$ cat config.mk
export PLATFORM = sky130hd
export DESIGN_NAME = dlx_hazard_unit
export DESIGN_NICKNAME = d
export VERILOG_FILES = /design/src/rtl/dlx_pkg.sv /design/src/rtl/dlx_load_scoreboard.sv /design/src/rtl/dlx_hazard_unit.sv
export SDC_FILE = /design/constraint.sdc
export NUM_CORES = 1
export LEC_CHECK = 0
export ABC_AREA = 1
export BUFFER_PORTS_ARGS = -buffer_cell sky130_fd_sc_hd__buf_4
export CAP_MARGIN = 20
export CELL_PAD_IN_SITES_DETAIL_PLACEMENT = 1
export CELL_PAD_IN_SITES_GLOBAL_PLACEMENT = 2
export CORE_UTILIZATION = 28
export DETAILED_ROUTE_END_ITERATION = 12
export PLACE_DENSITY_LB_ADDON = 0.1
export SYNTH_ARGS = -nofsm -noshare
export SYNTH_HDL_FRONTEND = slang
export SYNTH_HIERARCHICAL = 1
export SYNTH_SLANG_ARGS = --single-unit
$ cat constraint.sdc
create_clock -name clk -period 2 [get_ports clk]
set_clock_uncertainty 0.05 [all_clocks]
set_input_delay 0 -clock clk [delete_from_list [all_inputs] [get_ports clk]]
set_output_delay 0 -clock clk [all_outputs]
set_load 0.01 [all_outputs]
$ cat src/rtl/dlx_pkg.sv
// Shared definitions for the DLX hazard/interlock logic: register index width,
// the hard-wired zero register and the trap FSM state type.
package dlx_pkg;

    localparam int REG_W = 5;
    localparam logic [REG_W-1:0] REG_ZERO = 5'd0;

    typedef enum logic [1:0] {
        ST_RUN   = 2'd0,
        ST_DRAIN = 2'd1,
        ST_HALT  = 2'd2
    } trap_state_t;

endpackage

$ cat src/rtl/dlx_load_scoreboard.sv
// Shift-register scoreboard of in-flight load destinations, with a dual-port
// compare that flags ID source operands still waiting on a load.
module dlx_load_scoreboard
    import dlx_pkg::*;
#(
    parameter int LOAD_LAT = 1
) (
    input  logic             clk,
    input  logic             rst_n,
    input  logic             i_ins_vld,
    input  logic [REG_W-1:0] i_ins_dst,
    input  logic [REG_W-1:0] i_rs1,
    input  logic             i_uses_rs1,
    input  logic [REG_W-1:0] i_rs2,
    input  logic             i_uses_rs2,
    output logic             o_hit_rs1,
    output logic             o_hit_rs2
);

    logic [LOAD_LAT-1:0] r_vld;
    logic [REG_W-1:0]    r_dst [LOAD_LAT];
    logic                w_match1;
    logic                w_match2;

    for (genvar g = 0; g < LOAD_LAT; g++) begin : g_slot
        if (g == 0) begin : g_head
            always_ff @(posedge clk) begin
                if (!rst_n) r_vld[g] <= 1'b0;
                else        r_vld[g] <= i_ins_vld;
            end
            always_ff @(posedge clk) r_dst[g] <= i_ins_dst;
        end else begin : g_tail
            always_ff @(posedge clk) begin
                if (!rst_n) r_vld[g] <= 1'b0;
                else        r_vld[g] <= r_vld[g-1];
            end
            always_ff @(posedge clk) r_dst[g] <= r_dst[g-1];
        end
    end

    always_comb begin
        w_match1 = 1'b0;
        w_match2 = 1'b0;
        for (int i = 0; i < LOAD_LAT; i++) begin
            if (r_vld[i] && (r_dst[i] == i_rs1)) w_match1 = 1'b1;
            if (r_vld[i] && (r_dst[i] == i_rs2)) w_match2 = 1'b1;
        end
    end

    // r0 never carries a dependency, even if a stale entry names it
    assign o_hit_rs1 = i_uses_rs1 & (i_rs1 != REG_ZERO) & w_match1;
    assign o_hit_rs2 = i_uses_rs2 & (i_rs2 != REG_ZERO) & w_match2;

endmodule

$ cat src/rtl/dlx_hazard_unit.sv
// ID-stage interlock and squash controller: load-use stalls from a scoreboard,
// wrong-path squashing after taken branches, and a trap drain/halt FSM.
module dlx_hazard_unit
    import dlx_pkg::*;
#(
    parameter int LOAD_LAT     = 1,
    parameter int KILL_SLOTS   = 1,
    parameter int DRAIN_CYCLES = 3,
    parameter int STAT_W       = 16
) (
    input  logic              clk,
    input  logic              rst_n,
    input  logic              id_valid,
    input  logic [REG_W-1:0]  id_rs1,
    input  logic [REG_W-1:0]  id_rs2,
    input  logic              id_uses_rs1,
    input  logic              id_uses_rs2,
    input  logic              id_is_load,
    input  logic [REG_W-1:0]  id_dst,
    input  logic              id_taken,
    input  logic              id_is_trap,
    output logic              stall_if,
    output logic              bubble_ex,
    output logic              squash_id,
    output logic              redirect,
    output logic              halted,
    output logic [STAT_W-1:0] stall_count
);

    localparam int KILL_W  = $clog2(KILL_SLOTS + 1);
    localparam int DRAIN_W = $clog2(DRAIN_CYCLES + 1);

    trap_state_t        r_state;
    logic [KILL_W-1:0]  r_kill_cnt;
    logic [DRAIN_W-1:0] r_drain_cnt;
    logic [STAT_W-1:0]  r_stall_count;

    logic w_hit_rs1;
    logic w_hit_rs2;
    logic w_run;
    logic w_kill_active;
    logic w_eligible;
    logic w_hazard;
    logic w_issue;
    logic w_sb_vld;

    // Eligibility already excludes DRAIN/HALT and squashed slots, so the
    // priority state > squash > hazard > issue falls out of the gating.
    assign w_run         = (r_state == ST_RUN);
    assign w_kill_active = (r_kill_cnt != '0);
    assign w_eligible    = rst_n & id_valid & w_run & ~w_kill_active;
    assign w_hazard      = w_eligible & (w_hit_rs1 | w_hit_rs2);
    assign w_issue       = w_eligible & ~(w_hit_rs1 | w_hit_rs2);
    assign w_sb_vld      = w_issue & id_is_load & (id_dst != REG_ZERO);

    dlx_load_scoreboard #(
        .LOAD_LAT (LOAD_LAT)
    ) u_sb (
        .clk        (clk),
        .rst_n      (rst_n),
        .i_ins_vld  (w_sb_vld),
        .i_ins_dst  (id_dst),
        .i_rs1      (id_rs1),
        .i_uses_rs1 (id_uses_rs1),
        .i_rs2      (id_rs2),
        .i_uses_rs2 (id_uses_rs2),
        .o_hit_rs1  (w_hit_rs1),
        .o_hit_rs2  (w_hit_rs2)
    );

    always_ff @(posedge clk) begin
        if (!rst_n) begin
            r_state       <= ST_RUN;
            r_drain_cnt   <= '0;
            r_kill_cnt    <= '0;
            r_stall_count <= '0;
        end else begin
            case (r_state)
                ST_RUN: begin
                    if (w_issue && id_is_trap) begin
                        r_state     <= ST_DRAIN;
                        r_drain_cnt <= DRAIN_W'(DRAIN_CYCLES);
                    end
                end
                ST_DRAIN: begin
                    r_drain_cnt <= r_drain_cnt - DRAIN_W'(1);
                    if (r_drain_cnt == DRAIN_W'(1)) r_state <= ST_HALT;
                end
                default: r_state <= ST_HALT;
            endcase

            // A trap supersedes any branch on the same issue
            if (w_issue && id_is_trap)     r_kill_cnt <= '0;
            else if (w_issue && id_taken)  r_kill_cnt <= KILL_W'(KILL_SLOTS);
            else if (w_kill_active)        r_kill_cnt <= r_kill_cnt - KILL_W'(1);

            if (w_hazard && (r_stall_count != '1))
                r_stall_count <= r_stall_count + STAT_W'(1);
        end
    end

    assign stall_if    = rst_n & (~w_run | w_hazard);
    assign squash_id   = rst_n & (~w_run | w_kill_active);
    assign bubble_ex   = rst_n & (~w_run | w_kill_active | w_hazard);
    assign redirect    = w_issue & id_taken & ~id_is_trap;
    assign halted      = rst_n & (r_state == ST_HALT);
    assign stall_count = rst_n ? r_stall_count : '0;

endmodule

==> run summary <==
outcome - complete, but fails checks
failing checks - design-rule violations
critical path endpoint category - register
crit path from - u_sb/r_dst[0][3]
diodes inserted - 0
post-synth top area cell - dfxtp_1
max frequency - 545 MHz
Net Sw Frac - 0.268
DRT antenna net count - 0
GRT Residual Overflow - 0
Final period util - 0.917
maximum vdd drop - 0.215 mV
fill cell total of the finished layout - 844
critical path class - register to register
initial antenna violation count - 0
post-synth net total - 316
slew at the pin closest to its max-slew limit - 316 ps
HP Class - input pin to register
Tot Pwr - 1.05 mW
most instantiated library cell after synthesis - nand2_1
Pre-antenna DRT Iters - 8
H-tree lvl count - 1
clk root buf - clkbuf_8
Area Overhead vs Synth - 34.6%
dpl cell area - 2320 sq um
Die ar. - 7030 sq um
CTS buffer count - 3
CP Launch Type - register
P_leak - 1.40 nW
Clock Pin Slew Worst Setup and Hold Paths - 100 ps
layout cells sized above 1 - 0.299
Final setup viols - 0
largest net degree at the start of global routing - 26
cell area after synthesis - 1880 sq um
clock buffer depth - 2
clock net sink count - 27
via count - 1889
cell family with most CP delay - simple AND/OR/NAND/NOR gates
Initial Util - 0.292
RR Startpoint - u_sb/r_dst[0][3]
register area share after synthesis - 0.288
Flop pwr share - 0.535
total global-route track usage - 0.157
routed wire length - 5130 um
RSZ-0062 raised after global routing - no
PwrDens - 415 nW/um^2
drt wl/cell - 11.9 um
Comb pwr share - 0.149
DRC viols - 4
arrival time at the worst endpoint - 2010 ps
Rows - 29
number of library cell types mapped by synthesis - 31
Switch Pwr - 0.280 mW
Max stage delay on crit path - 350 ps
first-pass GRT wire length - 8940 um
IO Pins - 44
crit path buf inv count - 4
crit path time final - 1830 ps
Hold Vio Cnt, Final - 0
Die H - 83.8 um
Final TNS setup - 0 ps
Post-synth EDFFs - 0
syn_area_per_cell - 6.45 sq um
internal power - 0.767 mW
ys flop type - dfxtp_1
Post-synth top cells - nand2_1 (88), inv_1 (48), nor2_1 (37)
1st-iter DRT viols - 32
synth top area cells - dfxtp_1 (29%), nand2_1 (18%), inv_1 (9.6%)
Critical Path Fanout Max - 14
vias in the first global route - 1903
Mapped Cells - 291
Yosys reg bits - 27
GP Congestion - 0.757
Async S/R FF share, synth - 0
post-synth top area share - 0.288
via/cell ratio - 4.37
CP Cell Sequence - inv_1, nand2_1, nand2_1, nor2_1, nand3_1, nor2_1, nor2_2, bufinv_8, nand3_4, nor2_4, buf_12, buf_12, nand2_4, a21oi_2
Die Width - 83.8 um
CTS tree - built
Critical Path Slowest Stage Cell - dfxtp_2
Required @ worst endpoint - 2170 ps
relative slew slack - 0.788
Nets - 381
post-route cell area - 2520 sq um
clock latency on the worst-skew pair - 280 ps
Core Footprint - 6420 sq um
Clk network pwr share - 0.316
post-DP HPWL - 3890 um
Final Max Tran Viols - 0
Synthesis Warnings - 6
Hold Path Origin - rst_n
max-cap viol count - 0
I/O Buffers - 43
## cell families (layout without fill, tap and decap cells)
kind of cell | after synthesis | in the layout | synth area share
XOR/XNOR | 6 | 6 | 0.0280
adder cells (fa/ha/maj) | 2 | 2 | 0.0133
AO/OA/AOI/OAI | 23 | 23 | 0.0821
AND/OR/NAND/NOR | 173 | 173 | 0.438
flip-flops | 27 | 27 | 0.288
buffers and inverters | 60 | 124 | 0.150
## state kept, by name, indices dropped and copies added, names as in the netlist
name and flops:
r_drain_cnt 2, u_sb/r_dst 5, u_sb/r_vld 1, r_stall_count 16, r_state 2, r_kill_cnt 1
## worst register-to-register path, cell delays in order, from the launching register on
cell and delay, ps:
dfxtp_2 350, inv_1 50, nand2_1 60, nand2_1 50, nor2_1 120, nand3_1 90, nor2_1 120, nor2_2 70
bufinv_8 190, nand3_4 90, nor2_4 130, buf_12 150, buf_12 120, nand2_4 40, a21oi_2 120
## layout by cell type, fill, tap and decap left out, drive strengths merged
cell / n
ha: 2
xnor2: 1
a21oi: 17
clkinv: 2
nor2: 44
nand2: 103
xor2: 5
nand4: 4
dfxtp: 27
inv: 51
clkbuf: 3
a31oi: 1
o21ai: 5
nor3: 3
nand3: 17
nor4b: 2
bufinv: 1
buf: 59
dlygate4sd3: 8
## metrics by stage
stage	util	instances	setup slack [ps]	hold WS [ps]
CTS	0.381	425	53.5	87.5
floorplan	-	291	324	-22.3
detailed placement	0.362	413	98.5	65.7
global placement	0.362	413	149	66.4
finish	0.393	432	167	98.5
global route	0.393	432	10.3	121
## path summary, 6_finish.rpt
check | end | slack (ps) | cells after the start
hold reg to reg | r_drain_cnt[1] | 430 | 2
setup reg to reg | r_stall_count[5] | 170 | 14
hold / removal | r_kill_cnt | 100 | 5
setup / recovery | r_stall_count[5] | 170 | 14
## power groups by stage
stage | Clock (mW) | Combinational (mW) | Sequential, mW
2_1_floorplan | 0 | 0.0793 | 0.570
3_3_place_gp | 0 | 0.145 | 0.571
3_5_place_dp | 0 | 0.146 | 0.572
4_1_cts | 0.353 | 0.159 | 0.560
5_1_grt | 0.372 | 0.178 | 0.562
6_report | 0.331 | 0.156 | 0.560
## what timing repair did
item / in CTS / in global routing
endpoints found under the setup margin: 0 / 6
setup buffers: 0 / 7
gates resized for setup: 0 / 4
hold buffers: 8 / 0
endpoints found under the hold margin: 7 / 0
## routing by layer
| metal | part of all wire | global-route usage | vias to the layer above |
|---|---|---|---|
| li1 | - | - | 1003 |
| met1 | 0.48 | 0.199 | 857 |
| met2 | 0.49 | 0.278 | 23 |
| met3 | 0.025 | 0.0208 | 6 |
| met4 | 0.012 | 0.0423 | 0 |
| met5 | 0 | 0 | - |
## layout make-up
type,instances,area [sq um],area share
clock buffer,3,41.3,0.0164
clock inverter,1,5.00,0.00198
inverter,53,216,0.0858
multi-input combinational,204,1060,0.420
sequential,27,544,0.216
tap,77,96.3,0.0382
timing repair buffer,67,561,0.222
Power figures use the tool's default switching activity.
